File: config.mk
export PLATFORM = sky130hd
export DESIGN_NAME = mem_read_arbiter
export DESIGN_NICKNAME = d
export VERILOG_FILES = /design/src/rtl/mem_arb_pkg.sv /design/src/rtl/mem_arb_pick.sv /design/src/rtl/mem_read_arbiter.sv
export SDC_FILE = /design/constraint.sdc
export NUM_CORES = 1
export LEC_CHECK = 0
export BUFFER_PORTS_ARGS = -buffer_cell sky130_fd_sc_hd__buf_2
export CORE_AREA = 3 3 334 336
export CTS_CLUSTER_DIAMETER = 120
export DETAILED_ROUTE_END_ITERATION = 10
export DIE_AREA = 0 0 337 339
export PLACE_DENSITY = 0.3
export SLEW_MARGIN = 20
export SYNTH_ARGS = -nofsm -noshare
export SYNTH_HDL_FRONTEND = slang
export SYNTH_SLANG_ARGS = --single-unit
File: constraint.sdc
create_clock -name ACLK -period 4.2 [get_ports ACLK]
set_input_delay 0.63 -clock ACLK [delete_from_list [all_inputs] [get_ports ACLK]]
set_output_delay 0.63 -clock ACLK [all_outputs]
set_load 0.02 [all_outputs]
File: src/rtl/mem_arb_pkg.sv
// Shared types and constants for the memory read-port arbiter.
package mem_arb_pkg;

  localparam int unsigned ADDR_W_DEF = 32;
  localparam int unsigned DATA_W_DEF = 256;

  // Requester indices: instruction-cache refill and data-cache refill.
  localparam logic PORT_I = 1'b0;
  localparam logic PORT_D = 1'b1;

  typedef enum logic [1:0] {
    IDLE    = 2'd0,
    BUSY0   = 2'd1,
    BUSY1   = 2'd2,
    RELEASE = 2'd3
  } arb_state_t;

endpackage

File: src/rtl/mem_arb_pick.sv
// Combinational 2-way request picker.
// MEM_READ_ARB_RR_EN defined: round-robin on collision (port != last_grant wins).
// Undefined: fixed priority, port 1 over port 0.
module mem_arb_pick
  import mem_arb_pkg::*;
(
  input  logic req0,
  input  logic req1,
  input  logic last_grant,
  output logic grant_vld,
  output logic grant_id
);

  // Choose a winner among the pending requests.
  always_comb begin
    grant_vld = req0 | req1;
    grant_id  = PORT_I;
`ifdef MEM_READ_ARB_RR_EN
    if (req0 && req1) begin
      grant_id = ~last_grant;
    end else if (req1) begin
      grant_id = PORT_D;
    end
`else
    if (req1) begin
      grant_id = PORT_D;
    end
`endif
  end

`ifndef MEM_READ_ARB_RR_EN
  // History input is meaningless under fixed priority.
  logic unused_last_grant;
  assign unused_last_grant = last_grant;
`endif

endmodule

File: src/rtl/mem_read_arbiter.sv
// Shares one cache-line memory read port between the I-cache (port 0) and
// D-cache (port 1) refill engines. One grant at a time; the granted address
// is latched and held until the line returns or the grant times out.
// Optional: MEM_READ_ARB_RR_EN selects round-robin arbitration.
module mem_read_arbiter
  import mem_arb_pkg::*;
#(
  parameter int unsigned ADDR_W  = ADDR_W_DEF,
  parameter int unsigned DATA_W  = DATA_W_DEF,
  parameter int unsigned TIMEOUT = 1024,
  parameter int unsigned CNT_W   = 11
) (
  input  logic              ACLK,
  input  logic              ARESETn,
  input  logic              req0_en,
  input  logic [ADDR_W-1:0] req0_addr,
  output logic              req0_valid,
  output logic [DATA_W-1:0] req0_rdata,
  input  logic              req1_en,
  input  logic [ADDR_W-1:0] req1_addr,
  output logic              req1_valid,
  output logic [DATA_W-1:0] req1_rdata,
  output logic              mem_en,
  output logic [ADDR_W-1:0] mem_addr,
  input  logic              mem_valid,
  input  logic [DATA_W-1:0] mem_rdata,
  output logic              err_timeout
);

  localparam logic [CNT_W-1:0] TO_LIMIT = CNT_W'(TIMEOUT);

  arb_state_t        state_q, state_d;
  logic [ADDR_W-1:0] addr_q, addr_d;
  logic [CNT_W-1:0]  cnt_q, cnt_d;
  logic              err_q, err_d;
  logic              last_grant;
  logic              grant_vld;
  logic              grant_id;

`ifdef MEM_READ_ARB_RR_EN
  logic last_grant_q, last_grant_d;
  assign last_grant = last_grant_q;
`else
  assign last_grant = PORT_I;
`endif

  mem_arb_pick u_pick (
    .req0       (req0_en),
    .req1       (req1_en),
    .last_grant (last_grant),
    .grant_vld  (grant_vld),
    .grant_id   (grant_id)
  );

  // Data is broadcast; requesters qualify it with their own valid.
  assign req0_rdata  = mem_rdata;
  assign req1_rdata  = mem_rdata;
  assign mem_addr    = addr_q;
  assign err_timeout = err_q;

  // Next-state, grant latching, timeout counting and valid routing.
  always_comb begin
    state_d    = state_q;
    addr_d     = addr_q;
    cnt_d      = cnt_q;
    err_d      = err_q;
`ifdef MEM_READ_ARB_RR_EN
    last_grant_d = last_grant_q;
`endif
    mem_en     = 1'b0;
    req0_valid = 1'b0;
    req1_valid = 1'b0;

    case (state_q)
      IDLE: begin
        if (grant_vld) begin
          addr_d  = grant_id ? req1_addr : req0_addr;
          state_d = grant_id ? BUSY1 : BUSY0;
          cnt_d   = '0;
`ifdef MEM_READ_ARB_RR_EN
          last_grant_d = grant_id;
`endif
        end
      end
      BUSY0, BUSY1: begin
        mem_en = 1'b1;
        if (mem_valid) begin
          // A requester that dropped en mid-grant simply gets no valid.
          req0_valid = (state_q == BUSY0) & req0_en;
          req1_valid = (state_q == BUSY1) & req1_en;
          state_d    = RELEASE;
        end else begin
          cnt_d = cnt_q + 1'b1;
          if ((TIMEOUT != 0) && (cnt_d == TO_LIMIT)) begin
            err_d   = 1'b1;
            state_d = RELEASE;
          end
        end
      end
      RELEASE: state_d = IDLE;
      default: state_d = IDLE;
    endcase
  end

  // State registers with synchronous active-low reset.
  always_ff @(posedge ACLK) begin
    if (!ARESETn) begin
      state_q <= IDLE;
      addr_q  <= '0;
      cnt_q   <= '0;
      err_q   <= 1'b0;
`ifdef MEM_READ_ARB_RR_EN
      last_grant_q <= PORT_I;
`endif
    end else begin
      state_q <= state_d;
      addr_q  <= addr_d;
      cnt_q   <= cnt_d;
      err_q   <= err_d;
`ifdef MEM_READ_ARB_RR_EN
      last_grant_q <= last_grant_d;
`endif
    end
  end

endmodule
==> flow_summary.json <==
{
  "path_clk_slew_ns": 0.07,
  "crit_arrival_ns": 1.74,
  "final_cell_mix": "buf_2, dfxtp_1, nand2_1",
  "cts_tree": "yes",
  "cts_buffers": 5,
  "core_region_area_um2": 109000,
  "final-hold-violation-count": 0,
  "clk_latency_ns": 0.30,
  "ys_ff_latch": 46,
  "antenna_found_initial": 0,
  "synth_simple_gate_area_share_pct": 6.25,
  "ir_worst_vdd_v": 0.000507,
  "cts_hold_buffers": 0,
  "slew_headroom_pct": 41.4,
  "dpl.hpwl_mm": 43.1,
  "setup_viol": 0,
  "vias_per_cell": 1.78,
  "grt_pass1_wl_mm": 53.8,
  "die-area_um2": 114000,
  "rsz0062_at_grt": "no",
  "critical_path_required_ns": 3.57,
  "ys_warn_count": 0,
  "syn_area_per_cell_um2": 8.08,
  "fill_cells": 12900,
  "synthXorXnorAreaFrac_pct": 0.419,
  "muxShareOfSynthArea_pct": 5.43,
  "vias": 3154,
  "synth_top_family_by_area": "buffers and inverters",
  "worstMarginPinSlew_ns": 0.879,
  "io_buffer_count": 104,
  "die_y_um": 339,
  "status": "completed",
  "syn-cell-area_um2": 6270,
  "place.gp.congestion": 0.725,
  "drc_errors": 0,
  "synth_seq_area_share_pct": 14.7,
  "synthAdderAreaFrac_pct": 0.998,
  "cts_setup_buffers": 0,
  "power_leakage_uw": 0.00171,
  "grt_overflow": 0,
  "fin_skew_ns": 0.00462,
  "cts_buffer_depth": 2,
  "max_freq_mhz": 421,
  "grt_max_degree": 65,
  "hp-class": "reg -> reg",
  "avgRoutedWirePerCell_um": 26.5,
  "core.rowCount": 121,
  "grt_util_all_layers_pct": 7.70,
  "syn2layout_area_growth_pct": -23.8,
  "synth_compound_gate_area_share_pct": 8.98,
  "syn_inst": 776,
  "drv_cap": 0,
  "drv_slew": 0,
  "die_x_um": 337,
  "first_pass_iters": 6,
  "finalCritPeriodShare_pct": 56.5,
  "synth_fp_nets": 1106,
  "grt_pass1_vias": 3386,
  "drive_gt1_share_pct": 33.1,
  "path_class": "reg -> out",
  "cts_root_buf": "clkbuf_16",
  "fin_setup_tns_ns": 0,
  "n_antenna_cell": 0,
  "final_util_pct": 4.39,
  "p_per_area_nw_per_um2": 403,
  "routed_wirelength_mm": 47.0,
  "io_pins": 873,
  "cts.htree.levels": 2,
  "post_cts_resize_count": 0,
  "nets": 685,
  "period_needed_ns": 2.37,
  "antenna_left": 0,
  "initial_core_util_pct": 5.76,
  "drt_iter0_markers": 155,
  "mostFrequentLayoutCell": "buf_2",
  "clock_sinks": 46,
  "hold_ws_ns": 0.494,
  "synth.distinct_cells": 38,
  "instances_no_fill": 1770,
  "start_kind": "flop",
  "worst-path-max-fanout": 8,
  "crit_path_end_kind": "output pin",
  "placed_cells": 1762
}
[state kept, by name (all words and copies together), names as in the netlist]
register / flops
cnt_q: 11
err_timeout: 1
mem_addr: 32
state_q: 2
[synth_stat cells, drive strengths merged]
cell    instances  area share (%)
a21boi          5            0.60
a211o           1            0.14
nand2          46             2.8
nand3           4            0.32
or3             2            0.20
xnor2           1            0.14
nor2            6            0.36
buf           521              62
a41oi           1            0.14
and2            4            0.40
a31oi           2            0.20
ha              5             1.0
inv             5            0.30
clkbuf         12            0.72
xor2            2            0.28
nor3b           1            0.12
nand4           7            0.70
and4            2            0.36
a211oi          1            0.12
a22oi           1            0.12
dfxtp          46              15
o211ai          2            0.24
o21a            1            0.12
o21ai          13             1.0
mux2i          34             5.4
o31ai           1            0.34
nor2b           6            0.60
or3b            1            0.14
o221a           1            0.18
nor3            2            0.16
o211a          33             5.3
and3            1            0.10
a21oi           6            0.48
[power breakdown]
part / internal [uW] / leakage [uW] / total [uW] / switching, uW
registers: 558 / 0.000379 / 626 / 67.8
clock network: 237 / 0.0000739 / 425 / 188
logic: 306 / 0.00126 / 875 / 569
[cell type report]
cell class	count	area, um^2	share of cell area, %
tap	1414	1770	37.0
inverter	5	18.8	0.393
sequential	46	921	19.3
timing repair buffer	105	528	11.1
clock buffer	7	143	2.99
multi-input combinational	192	1390	29.1
clock inverter	1	5.00	0.105
[critical path, cell delays in order (launching register included)]
cell	delay, ns
dfxtp_1	0.36
inv_1	0.09
ha_1	0.43
nand2_1	0.16
nor2_1	0.20
buf_2	0.20
[kinds of logic after synthesis]
| group | Yosys count |
|---|---|
| DFF | 46 |
| muxes | 34 |
| xor gates and xnor gates | 3 |
| AOI/OAI and AO/OA | 68 |
| and+or+nand+nor | 82 |
| buffers and inverters | 538 |
| adders and majority gates | 5 |
[metrics by stage]
stage	setup WS (ns)	cell area, um^2	power (uW)
3_3_place_gp	1.97	4620	1500
5_1_grt	1.68	4780	2080
2_1_floorplan	1.95	6270	1940
4_1_cts	1.79	4770	1960
3_5_place_dp	2.01	4620	1510
6_report	1.83	4780	1930
[layer usage]
layer | track usage (%) | wire length [um]
met1 | 3.63 | 7680
met2 | 9.90 | 17300
met3 | 14.7 | 19300
met4 | 4.30 | 2770
met5 | 0.298 | 0
[final timing paths]
check / startpoint / to / slack, ns / cells after the start
worst min-delay path: state_q[0] / state_q[0] / 0.49 / 2
worst min register to register: state_q[0] / state_q[0] / 0.49 / 2
worst max register to register: state_q[0] / cnt_q[7] / 2.10 / 7
worst max-delay path: state_q[0] / req1_valid / 1.83 / 5
Note: power is estimated with default switching activity, not from simulation.
